==> src/rtl/inst_fetch_pkg.sv <==
// rtl/inst_fetch_pkg.sv - shared constants, PC source enum and helpers for instruction fetch
//
// Purpose: constants shared by the fetch stage and the hazard/CP0 units.
//   DEF_RESET_PC / DEF_NOP_INST : default reset PC and bubble word
//   ZERO_WORD                   : all-zero data word
//   INST_ADDR_W / INST_W        : ROM address and instruction widths
//   STALL_EN / FLUSH_EN         : active levels of the stall and flush controls
package inst_fetch_pkg;

  localparam int INST_ADDR_W = 32;
  localparam int INST_W      = 32;

  localparam logic [INST_ADDR_W-1:0] DEF_RESET_PC = 32'h0000_0000;
  localparam logic [INST_W-1:0]      DEF_NOP_INST = 32'h0000_0000;
  localparam logic [INST_W-1:0]      ZERO_WORD    = 32'h0000_0000;

  localparam logic STALL_EN = 1'b1;
  localparam logic FLUSH_EN = 1'b1;

  // Selected next-PC source for one edge.
  typedef enum logic [1:0] {
    PC_SRC_HOLD   = 2'd0,
    PC_SRC_FLUSH  = 2'd1,
    PC_SRC_BRANCH = 2'd2,
    PC_SRC_SEQ    = 2'd3
  } pc_src_e;

  // Instruction addresses must be word aligned.
  function automatic logic pc_misaligned(input logic [INST_ADDR_W-1:0] pc);
    return (pc[1:0] != 2'b00);
  endfunction

endpackage

==> src/rtl/inst_fetch_pc_reg.sv <==
// rtl/inst_fetch_pc_reg.sv - PC register, ROM chip-enable sequencing and next-PC priority mux
//
// Ports:
//   clk, rst        : clock, synchronous active-high reset
//   flush, new_pc   : exception/eret redirect and its target
//   stall           : hold the PC
//   branch_flag,
//   branch_target   : ID-stage taken branch and its target
//   addr_hold       : misaligned-fetch hold, released only by flush
//   ce              : registered chip enable, 0 in reset, 1 from the first edge after reset
//   pc              : current program counter
module inst_fetch_pc_reg
  import inst_fetch_pkg::*;
#(
  parameter logic [INST_ADDR_W-1:0] RESET_PC = DEF_RESET_PC
) (
  input  logic                   clk,
  input  logic                   rst,
  input  logic                   flush,
  input  logic [INST_ADDR_W-1:0] new_pc,
  input  logic                   stall,
  input  logic                   branch_flag,
  input  logic [INST_ADDR_W-1:0] branch_target,
  input  logic                   addr_hold,
  output logic                   ce,
  output logic [INST_ADDR_W-1:0] pc
);

  pc_src_e                pc_src;
  logic [INST_ADDR_W-1:0] pc_next;

  // Priority: flush > stall > misaligned hold > branch > sequential.
  // A branch seen during a stall is dropped; ID re-asserts it afterwards.
  always_comb begin
    pc_src = PC_SRC_SEQ;
    if (!ce) begin
      pc_src = PC_SRC_HOLD;
    end else if (flush == FLUSH_EN) begin
      pc_src = PC_SRC_FLUSH;
    end else if (stall == STALL_EN) begin
      pc_src = PC_SRC_HOLD;
    end else if (addr_hold) begin
      pc_src = PC_SRC_HOLD;
    end else if (branch_flag) begin
      pc_src = PC_SRC_BRANCH;
    end
  end

  always_comb begin
    pc_next = pc;
    case (pc_src)
      PC_SRC_FLUSH:  pc_next = new_pc;
      PC_SRC_BRANCH: pc_next = branch_target;
      PC_SRC_SEQ:    pc_next = pc + 32'd4;
      default:       pc_next = pc;
    endcase
  end

  always_ff @(posedge clk) begin
    if (rst) begin
      ce <= 1'b0;
      pc <= RESET_PC;
    end else begin
      ce <= 1'b1;
      pc <= pc_next;
    end
  end

endmodule

==> src/rtl/inst_fetch.sv <==
// rtl/inst_fetch.sv - instruction fetch stage: PC, ROM interface and IF/ID pipeline register
//
// Optional feature macro: IF_ALIGN_CHECK_EN (misaligned-PC address-error detection).
// Ports:
//   clk, rst                  : clock, synchronous active-high reset
//   stall                     : hold PC and IF/ID
//   flush, new_pc             : redirect to new_pc and kill the word in fetch
//   branch_flag, branch_target: ID-resolved taken branch (delay slot is kept)
//   inst_ce, inst_addr        : ROM chip enable and byte address (= PC)
//   inst_data                 : ROM word, combinational on inst_addr
//   id_pc, id_inst, id_valid  : IF/ID register contents
//   id_excp_adel              : fetch address error flag
module inst_fetch
  import inst_fetch_pkg::*;
#(
  parameter logic [INST_ADDR_W-1:0] RESET_PC = DEF_RESET_PC,
  parameter logic [INST_W-1:0]      NOP_INST = DEF_NOP_INST
) (
  input  logic                   clk,
  input  logic                   rst,
  input  logic                   stall,
  input  logic                   flush,
  input  logic [INST_ADDR_W-1:0] new_pc,
  input  logic                   branch_flag,
  input  logic [INST_ADDR_W-1:0] branch_target,
  output logic                   inst_ce,
  output logic [INST_ADDR_W-1:0] inst_addr,
  input  logic [INST_W-1:0]      inst_data,
  output logic [INST_ADDR_W-1:0] id_pc,
  output logic [INST_W-1:0]      id_inst,
  output logic                   id_valid,
  output logic                   id_excp_adel
);

  logic                   ce_q;
  logic [INST_ADDR_W-1:0] pc;
  logic                   adel_now;

`ifdef IF_ALIGN_CHECK_EN
  // A flush in the same cycle replaces the bad PC, so it does not raise the error.
  assign adel_now = ce_q && pc_misaligned(pc) && (flush != FLUSH_EN);
`else
  assign adel_now = 1'b0;
`endif

  inst_fetch_pc_reg #(
    .RESET_PC(RESET_PC)
  ) u_pc_reg (
    .clk          (clk),
    .rst          (rst),
    .flush        (flush),
    .new_pc       (new_pc),
    .stall        (stall),
    .branch_flag  (branch_flag),
    .branch_target(branch_target),
    .addr_hold    (adel_now),
    .ce           (ce_q),
    .pc           (pc)
  );

  // The ROM is not read while a misaligned PC is parked waiting for the flush.
  assign inst_ce   = ce_q & ~adel_now;
  assign inst_addr = pc;

  // IF/ID register. The word fetched alongside a taken branch is the delay slot
  // and is captured like any sequential word.
  always_ff @(posedge clk) begin
    if (rst) begin
      id_pc        <= ZERO_WORD;
      id_inst      <= NOP_INST;
      id_valid     <= 1'b0;
      id_excp_adel <= 1'b0;
    end else if (!ce_q) begin
      id_inst      <= NOP_INST;
      id_valid     <= 1'b0;
      id_excp_adel <= 1'b0;
    end else if (flush == FLUSH_EN) begin
      id_pc        <= pc;
      id_inst      <= NOP_INST;
      id_valid     <= 1'b0;
      id_excp_adel <= 1'b0;
    end else if (stall == STALL_EN) begin
      id_pc        <= id_pc;
      id_inst      <= id_inst;
      id_valid     <= id_valid;
      id_excp_adel <= id_excp_adel;
    end else if (adel_now) begin
      id_pc        <= pc;
      id_inst      <= NOP_INST;
      id_valid     <= 1'b0;
      id_excp_adel <= 1'b1;
    end else begin
      id_pc        <= pc;
      id_inst      <= inst_data;
      id_valid     <= 1'b1;
      id_excp_adel <= 1'b0;
    end
  end

endmodule

==> config.mk <==
export PLATFORM = sky130hd
export DESIGN_NAME = inst_fetch
export DESIGN_NICKNAME = d
export VERILOG_FILES = /design/src/rtl/inst_fetch_pkg.sv /design/src/rtl/inst_fetch_pc_reg.sv /design/src/rtl/inst_fetch.sv
export SDC_FILE = /design/constraint.sdc
export NUM_CORES = 1
export LEC_CHECK = 0
export BUFFER_PORTS_ARGS = -buffer_cell sky130_fd_sc_hd__buf_2
export CAP_MARGIN = 20
export CORE_UTILIZATION = 40
export CTS_BUF_LIST = sky130_fd_sc_hd__clkbuf_8
export DETAILED_ROUTE_END_ITERATION = 10
export PLACE_DENSITY = 0.69
export SYNTH_ARGS = -nofsm -noshare
export SYNTH_HDL_FRONTEND = slang
export SYNTH_SLANG_ARGS = --single-unit
==> constraint.sdc <==
create_clock -name clk -period 3.1 [get_ports clk]
set_clock_uncertainty 0.05 [all_clocks]
set_input_delay 0.62 -clock clk [delete_from_list [all_inputs] [get_ports clk]]
set_output_delay 0.62 -clock clk [all_outputs]
set_load 0.005 [all_outputs]
==> out/metrics.yaml, run 1 <==
status:
  status: "complete, no violations"
pwr:
  power_frac_seq_pct: 53.5
  power.share.clock_pct: 31.2
  cellPowerDensity_mw_per_mm2: 444
  p_leak_nw: 2.68
  p_int_mw: 1.82
  combPwrFrac_pct: 15.3
  max-vdd-ir-drop_uv: 265
  switching_share_pct: 29.6
  switchingPower_uw: 766
run:
  drv_cap: 0
min_path:
  hp-class: "reg -> reg"
  hold_depth: 2
  worstHoldStart: "id_pc[22]"
clock_network:
  cts_setup_buffers: 0
  ctsResizeCount: 0
  clockRootBuffer: "clkbuf_8"
  clkSlewWorstSetupHoldPaths_ps: 100
  cts_tree: "built"
  clockBufferDepth: 2
  clock-sinks: 98
  htreeDepth: 3
  numCtsBuffers: 9
  worstSkewPairLatency_ps: 380
  holdBufCountCts: 0
floorplan:
  core_sq_mm: 0.0109
  fp.dieW_microns: 108
  start_util_pct: 41.4
  rows: 38
  num_io_pins: 200
  dieHeight_microns: 108
  dieArea_sq_mm: 0.0118
yosys:
  ys_seq_elements: 98
  synth.distinct_cells: 56
  synth_ff_type: "dfxtp_1"
  synth_edf_count: 0
  synthCells: 544
  avgSynthCellArea_sq_um: 8.33
  synthArstFlopShare_pct: 0
  synthesis.area_sq_mm: 0.00453
  synth_seq_area_share_pct: 43.3
  syn-num-nets: 649
  yosys_warnings: 0
timing:
  timing.fmax_mhz: 448
  period_needed_ps: 2230
  setup_slack_ps: 869
  tns_ps: 0
  slew_headroom_pct: 58.0
  maxSlewViolCount: 0
  hold_viol_final: 0
  setup_viol: 0
  worst_slew_pin_slew_ps: 630
  rsz0062_at_grt: "false"
  period_share_pct: 72.0
detailed_routing:
  drc: 0
  vias: 4819
  vias_per_cell: 5.55
  drt_iter0_drc: 400
  dr.pass1.iters: 5
  ant_nets: 0
  wl_per_cell_microns: 16.2
  postRouteWirelength_microns: 14100
cells_and_area:
  nets: 828
  final_util_pct: 53.2
  layout.cells.most_common_list: "198 x buf_2, 98 x dfxtp_1, 83 x nand2_1"
  layout-drive-gt1-share_pct: 33.0
  syn2layout_area_growth_pct: 28.4
  final_common_cell: "buf_2"
grt:
  grt_max_degree: 58
  grt_overflow: 0
  antenna_found_initial: 0
  grt_pass1_vias: 4306
  grt_pass1_wl_microns: 21700
  grtUsageTotal_pct: 23.7
place:
  hpwlAfterDp_microns: 9960
  io_buffers: 198
  place_congestion: 0.804
  place_ws_ps: 508
critical_path:
  crit_type: "in -> reg"
  r2r-start: "u_pc_reg.ce"
  startpoint: "stall"
  end_kind: "register"
  required_ps: 3340
  r2r_cells: 9
  critPathLaunchType: "primary input"
  cp_max_fo: 14
  cp.arrival_ps: 2470
==> registers in the layout, summed over array words and instances (netlist names) <==
name         flops
id_inst         32
id_pc           32
id_valid         1
u_pc_reg.ce      1
u_pc_reg.pc     32
==> routing by layer <==
| metal | up-vias | part of all wire [%] | routed length, microns | track usage [%] |
|---|---|---|---|---|
| li1 | 2317 | - | - | - |
| met1 | 2283 | 44 | 6190 | 31.3 |
| met2 | 198 | 48 | 6800 | 38.3 |
| met3 | 21 | 5.9 | 833 | 3.32 |
| met4 | 0 | 2.0 | 278 | 10.2 |
| met5 | - | 0 | 0 | 0 |
==> per-stage QoR <==
stage / area (sq um) / cells / hold WS [ps] / power (mW)
2_1_floorplan: 4530 / 544 / 392 / 1.61
3_3_place_gp: 5630 / 852 / 383 / 1.79
3_5_place_dp: 5630 / 852 / 393 / 1.80
4_1_cts: 5810 / 868 / 398 / 2.61
5_1_grt: 5810 / 868 / 411 / 2.71
6_report: 5820 / 869 / 406 / 2.59
==> Yosys cell counts (2+ instances only) <==
| master | count | area [sq um] |
|---|---|---|
| o21a_1 | 2 | 15.0 |
| a32oi_1 | 2 | 17.5 |
| a21o_1 | 3 | 22.5 |
| a22o_1 | 7 | 61.3 |
| ha_1 | 4 | 50.1 |
| o21ai_0 | 20 | 100 |
| a221o_1 | 4 | 40.0 |
| o221ai_1 | 4 | 35.0 |
| a221oi_1 | 7 | 61.3 |
| inv_1 | 17 | 63.8 |
| o22ai_1 | 7 | 43.8 |
| o31a_1 | 3 | 26.3 |
| mux2i_1 | 34 | 340 |
| clkbuf_1 | 28 | 105 |
| and3_1 | 3 | 18.8 |
| o32ai_1 | 3 | 26.3 |
| a21oi_1 | 61 | 305 |
| and4_1 | 8 | 70.1 |
| nor3_1 | 4 | 20.0 |
| buf_1 | 2 | 7.51 |
| a31oi_1 | 3 | 18.8 |
| nor2_1 | 51 | 191 |
| nand3_1 | 17 | 85.1 |
| a22oi_1 | 16 | 120 |
| nand4_1 | 6 | 37.5 |
| and4_4 | 2 | 22.5 |
| a311oi_1 | 4 | 35.0 |
| nor4_1 | 4 | 25.0 |
| or4_1 | 2 | 15.0 |
| buf_2 | 10 | 50.1 |
| and2_1 | 2 | 12.5 |
| dfxtp_1 | 98 | 1960 |
| nand2_1 | 83 | 312 |
==> cell families after synthesis <==
| kind of cell | after synthesis | synth area share, % |
|---|---|---|
| simple gates | 191 | 19.8 |
| compound gates | 157 | 22.8 |
| flops | 98 | 43.3 |
| buf+inv | 58 | 5.17 |
| mux | 34 | 7.51 |
| fa+ha+maj | 4 | 1.11 |
| other cells | 1 | 0.0828 |
| xor+xnor | 1 | 0.193 |
==> power by group through the flow <==
| stage | Clock (mW) | Sequential (mW) | Combinational (mW) |
|---|---|---|---|
| floorplan | 0 | 1.40 | 0.213 |
| global placement | 0 | 1.41 | 0.384 |
| detailed placement | 0 | 1.41 | 0.392 |
| CTS | 0.834 | 1.38 | 0.394 |
| global route | 0.886 | 1.39 | 0.435 |
| finish | 0.807 | 1.38 | 0.395 |
==> critical path, cell delays in order <==
cell and delay [ps]:
buf_2 100, inv_1 60, o21ai_2 140, a21o_1 150, inv_1 60, ha_1 230, nor2_2 250, buf_4 270
a22oi_1 130, o21ai_0 110, a21oi_1 90, a311oi_1 260
==> layout make-up <==
class                   instances  area (sq um)
clock inverters                 6          48.8
fillers                      1043          5120
flip-flops and latches         98          1960
multi-input cells             388          2340
diodes                          1          2.50
well taps                     140           175
inverters                      17          63.8
clock buffers                  10           138
repair buffers                209          1090
==> path summary, 6_finish.rpt <==
kind	to	slack, ps
worst min-delay path	id_pc[22]	410
worst max-delay path	u_pc_reg.pc[22]	870
worst max register to register	u_pc_reg.pc[22]	920
worst min register to register	id_pc[22]	410
No activity file was read; power rests on OpenSTA's default activity.
==> run 2, diff against run 1 <==
ABC_AREA = 1   (was unset)
PLACE_DENSITY = 0.72   (was 0.69)
clock period = 1.81 ns   (was 3.1 ns; I/O delays follow)
==> run 2 against run 1 <==
Compared with the run above: non-clock buffer count increased by 25; cell count increased by 16%; sequential power is 75% higher; global-route usage grew 1.7 points; utilization is 5.7 points higher.
==> out/metrics.yaml, run 2 <==
status:
  status: "complete, no violations"
cells_and_area:
  largest_registers: "id_inst x32, id_pc x32, u_pc_reg.pc x32"
  syn2layout_area_growth_pct: 41.2
  antenna_cells: 0
  fillCellCount: 1071
  layout-drive-gt1-share_pct: 36.4
  final_common_cell: "buf_2"
  layout.cells.most_common_list: "198 x buf_2, 160 x nand2_1, 97 x dfxtp_1"
  nets: 967
floorplan:
  fp.dieW_microns: 109
  start_util_pct: 41.7
  dieArea_sq_mm: 0.0119
  core_sq_mm: 0.0110
  num_io_pins: 200
  dieHeight_microns: 109
  rows: 38
yosys:
  synthesis.area_sq_mm: 0.00460
  synthTopCellsByArea: "dfxtp_1 43%, nand2_1 13%, a21oi_1 8.6%, o21ai_0 7.3%, nor2_1 5.5%"
  synth.distinct_cells: 27
  synth_top_area_cell: "dfxtp_1"
  synth_seq_area_share_pct: 42.7
  yosys_warnings: 0
  avgSynthCellArea_sq_um: 7.00
  synth_common_cells: "160 x nand2_1, 98 x dfxtp_1, 79 x a21oi_1"
  synth_top_area_share_pct: 42.7
  synthArstFlopShare_pct: 0
  synthCells: 657
  synth_ff_type: "dfxtp_1"
  synth_edf_count: 0
  synth_most_common_cell: "nand2_1"
  syn-num-nets: 762
  ys_seq_elements: 98
clock_network:
  worstSkewPairLatency_ps: 380
  clkSlewWorstSetupHoldPaths_ps: 100
  cts_tree: "built"
  htreeDepth: 3
  numCtsBuffers: 9
  clock-sinks: 98
  clockRootBuffer: "clkbuf_8"
  clockBufferDepth: 2
critical_path:
  end_kind: "register"
  cpPeakStageDelay_ps: 340
  critPathSlowestCell: "dfxtp_2"
  r2r-end: "u_pc_reg.pc[17]"
  critPathLaunchType: "register"
  path_delay_family: "compound AO/OA/AOI/OAI gates"
  cp_max_fo: 7
  reg2reg_slack_ps: 40
  path_cells: "inv_2 > a21oi_4 > inv_2 > a21oi_2 > ha_2 > nor2_4 > buf_12 > clkbuf_16 > a221oi_2 > a21oi_1"
  cp.arrival_ps: 1990
  timing.critical_path.mode_cell: "inv_2"
  r2r_cells: 10
  required_ps: 2030
  path_buf_inv: 4
  crit_type: "reg -> reg"
  r2r-start: "u_pc_reg.ce"
detailed_routing:
  highest_layer: "met4"
  postRouteWirelength_microns: 15300
  drt_iter0_drc: 330
  dr.pass1.iters: 7
  wl_met1_microns: 6390
  wl_per_cell_microns: 15.2
  wl_met2_microns: 7180
  met3_length_microns: 1340
  vias_per_cell: 5.17
  drc: 0
  ant_nets: 0
  vias: 5206
timing:
  period_needed_ps: 1770
  hold_slack_ps: 157
  timing.fmax_mhz: 563
  setup_viol: 0
  rsz0062_at_grt: "true"
  hold_viol_final: 0
  period_share_pct: 98.1
  maxSlewViolCount: 0
pwr:
  p_total_mw: 4.99
  max-vdd-ir-drop_uv: 541
  p_leak_nw: 2.87
  cellPowerDensity_mw_per_mm2: 768
grt:
  grt_pass1_wl_microns: 23200
  grt_overflow: 0
  grt_pass1_vias: 4714
  grtUsageTotal_pct: 25.4
  grt_max_degree: 53
  antenna_found_initial: 0
min_path:
  worstHoldStart: "inst_data[26]"
  hp-class: "in -> reg"
  min_to: "id_inst[26]"
  hold_depth: 3
run:
  drv_cap: 0
place:
  place_congestion: 0.947
  hpwlAfterDp_microns: 11500
  io_buffers: 198
-- run 2: logic make-up after synthesis --
logic type,after synthesis,synth area share [%]
fa+ha+maj,4,1.09
compound gates,189,23.4
other cells,1,0.0816
simple gates,289,26.3
buf+inv,76,6.45
flops,98,42.7
-- run 2: worst reg2reg max path, cell delays in order (launching register included) --
cell       delay, ps
dfxtp_2          340
inv_2             50
a21oi_4          120
inv_2             50
a21oi_2          140
ha_2             230
nor2_4            50
buf_12           140
clkbuf_16        150
a221oi_2         230
a21oi_1          110
-- run 2: worst max path at each step --
stage	slack (ps)	to	cells past startpoint	start
finish	40	u_pc_reg.pc[17]	10	u_pc_reg.ce
global route	-40	u_pc_reg.pc[9]	11	u_pc_reg.ce
CTS	10	u_pc_reg.pc[26]	9	u_pc_reg.ce
detailed placement	-140	u_pc_reg.pc[29]	10	flush
global placement	-90	u_pc_reg.pc[28]	10	flush
floorplan	-90	u_pc_reg.pc[19]	10	stall
-- run 2: power breakdown --
part	internal [mW]	switching [mW]	total [mW]	leakage (nW)
sequential	2.29	0.132	2.42	0.805
combinational	0.417	0.488	0.905	1.95
clock	0.831	0.829	1.66	0.111
-- run 2: final cells by class --
class	instances	area [sq um]	area share, %
Sequential cell	98	1960	30.2
Timing Repair Buffer	234	1410	21.7
Clock buffer	10	138	2.12
Multi-Input combinational cell	483	2570	39.6
Clock inverter	6	95.1	1.46
Inverter	36	135	2.08
Tap cell	140	175	2.70
-- run 2: per-layer routing --
| metal | vias to the layer above | global-route usage [%] |
|---|---|---|
| li1 | 2618 | - |
| met1 | 2338 | 31.1 |
| met2 | 226 | 41.9 |
| met3 | 24 | 7.35 |
| met4 | 0 | 9.81 |
| met5 | - | 0 |
-- run 2: timing repair --
| action | 4_1_cts | 5_1_grt |
|---|---|---|
| pin swaps | 0 | 9 |
| setup buffers | 0 | 1 |
| endpoints found under the setup margin | 1 | 30 |
| cloned | 0 | 2 |
| hold buffers | 0 | 0 |
| resized for setup | 1 | 26 |
| hold endpoints to repair | 0 | 0 |
-- run 2: metrics by stage --
stage	utilization [%]	setup TNS, ps	cell area [sq um]	setup WS (ps)	cells
global placement	54.9	-1600	6060	-87.1	988
CTS	57.1	0	6290	13.7	1004
floorplan	-	-1270	4820	-86.4	657
global route	58.8	-272	6490	-43.0	1007
finish	58.8	0	6490	35.2	1007
detailed placement	54.9	-2600	6060	-144	988
==> run 3, diff against run 2 <==
PLACE_DENSITY = 0.7   (was 0.72)
SYNTH_HIERARCHICAL = 1   (was unset)
==> run 3 against run 2 <==
Compared with the run above: non-clock buffer count fell by 4; design area is 2.7% higher; first-iteration DRC count up 35%; critical path depth unchanged; wire length up 0.98%; largest cell class unchanged; sequential cell count unchanged; clock-buffer cell count decreased by 1; utilization fell by 4.3 points.
==> out/metrics.yaml, run 3 <==
floorplan:
  num_io_pins: 200
  start_util_pct: 41.8
  dieArea_sq_mm: 0.0132
  core_sq_mm: 0.0122
  rows: 40
  fp.dieW_microns: 115
  dieHeight_microns: 115
clock_network:
  clockRootBuffer: "clkbuf_8"
  htreeDepth: 3
  clockBufferDepth: 2
  clock-sinks: 98
  clkSlewWorstSetupHoldPaths_ps: 110
  holdBufCountCts: 0
  cts_tree: "built"
  numCtsBuffers: 9
  worstSkewPairLatency_ps: 380
  cts_setup_buffers: 0
cells_and_area:
  largest_registers: "id_inst x32, id_pc x32, u_pc_reg/pc x32"
  layout-drive-gt1-share_pct: 31.9
  final_common_cell: "buf_2"
  antenna_cells: 0
  layout.cells.most_common_list: "198 x buf_2, 181 x nand2_1, 102 x a21oi_1"
  nets: 1045
  syn2layout_area_growth_pct: 30.7
  final_cell_count_no_fill: 1113
grt:
  grtUsageTotal_pct: 23.0
  grt_pass1_vias: 4778
  antenna_found_initial: 0
  grt_pass1_wl_microns: 23900
  grt_overflow: 0
  grt_max_degree: 67
yosys:
  synthTopCellsByArea: "dfxtp_1 38%, nand2_1 13%, a21oi_1 10%, nand3_1 6.7%, nor2_1 5.1%"
  synth_ff_type: "dfxtp_1"
  synth_common_cells: "181 x nand2_1, 103 x a21oi_1, 98 x dfxtp_1"
  synth_seq_area_share_pct: 38.5
  yosys_warnings: 6
  synth_edf_count: 0
  synthesis.area_sq_mm: 0.00510
  ys_seq_elements: 98
  avgSynthCellArea_sq_um: 6.86
  synth_most_common_cell: "nand2_1"
  synthArstFlopShare_pct: 0
  synth_top_area_cell: "dfxtp_1"
  synth_top_area_share_pct: 38.5
  synthCells: 743
  synth.distinct_cells: 30
critical_path:
  end_kind: "register"
  required_ps: 2030
  cp.arrival_ps: 1960
  crit_type: "in -> reg"
  critPathLaunchType: "primary input"
  cp_max_fo: 28
place:
  hpwlAfterDp_microns: 11500
  io_buffers: 198
  placed_cells: 1097
  place_congestion: 0.935
pwr:
  p_leak_nw: 3.05
  cellPowerDensity_mw_per_mm2: 716
  max-vdd-ir-drop_uv: 419
detailed_routing:
  postRouteWirelength_microns: 15400
  dr.pass1.iters: 4
  wl_per_cell_microns: 13.9
  vias_per_cell: 4.90
  vias: 5457
  drc: 0
  ant_nets: 0
  drt_iter0_drc: 446
status:
  status: "complete, no violations"
run:
  drv_cap: 0
timing:
  timing.fmax_mhz: 572
  hold_viol_final: 0
  maxSlewViolCount: 0
  period_needed_ps: 1750
  setup_viol: 0
  tns_ps: 0
  period_share_pct: 96.5
min_path:
  hp-class: "in -> reg"
run 3: cell types whose count changed in the layout (fill, tap and decap cells not counted), moves of 10 or more:
cell,delta
nand3_1,+30
o21ai_0,-30
a221oi_1,+10
nand2_1,+21
inv_1,+30
a21oi_1,+26
run 3: stage by stage:
| step | instance area [sq um] | hold slack [ps] | power (mW) | utilization [%] | worst slack [ps] |
|---|---|---|---|---|---|
| 2_1_floorplan | 5270 | 402 | 2.92 | - | 8.93 |
| 3_3_place_gp | 6410 | 390 | 3.28 | 52.5 | -255 |
| 3_5_place_dp | 6410 | 397 | 3.29 | 52.5 | -320 |
| 4_1_cts | 6620 | 134 | 4.80 | 54.2 | 11.9 |
| 5_1_grt | 6670 | 133 | 5.02 | 54.6 | -4.33 |
| 6_report | 6670 | 157 | 4.77 | 54.6 | 62.6 |
run 3: worst paths after layout:
check / startpoint / endpoint / slack, ps / cells past startpoint
min: inst_data[31] / id_inst[31] / 160 / 3
max reg2reg: u_pc_reg/ce / u_pc_reg/pc[18] / 100 / 8
min reg2reg: id_inst[31] / id_inst[31] / 410 / 2
max: stall / u_pc_reg/pc[18] / 60 / 10
run 3: timing repair:
action / in CTS / in global routing
resized for setup: 2 / 7
setup endpoints to repair: 1 / 23
pin swaps: 0 / 0
endpoints found under the hold margin: 0 / 0
run 3: area by class of cell:
type	instances	area, sq um
clock buffer	9	124
clock inverter	7	85.1
fill	1278	5550
inverter	66	248
multi-input combinational	535	2720
sequential	98	1960
tap	168	210
timing repair buffer	230	1310
run 3: logic make-up after synthesis:
family          after synthesis  synth area share (%)
simple gates                351                  30.0
compound gates              178                  19.8
buf+inv                     111                  10.7
flops                        98                  38.5
fa+ha+maj                     4                 0.982
other cells                   1                0.0735
run 3: report_power, final:
part / internal, mW / switching [mW] / total (mW)
clock network: 0.666 / 0.847 / 1.51
logic: 0.395 / 0.458 / 0.853
registers: 2.28 / 0.122 / 2.40
total: 3.34 / 1.43 / 4.77
run 3: critical path, cell delays in order:
cell and delay (ps):
buf_2 120, nor2_4 100, inv_2 40, or2_4 250
a21oi_4 180, inv_1 110, ha_1 250, buf_12 180
a221oi_1 250, a21oi_1 110
run 3: layer usage:
layer | up-vias | track usage, % | wire (microns)
met5 | - | 0 | 0
met4 | 0 | 5.02 | 100
met3 | 8 | 5.64 | 1050
met2 | 179 | 35.5 | 6940
met1 | 2428 | 32.3 | 7330
li1 | 2842 | - | -
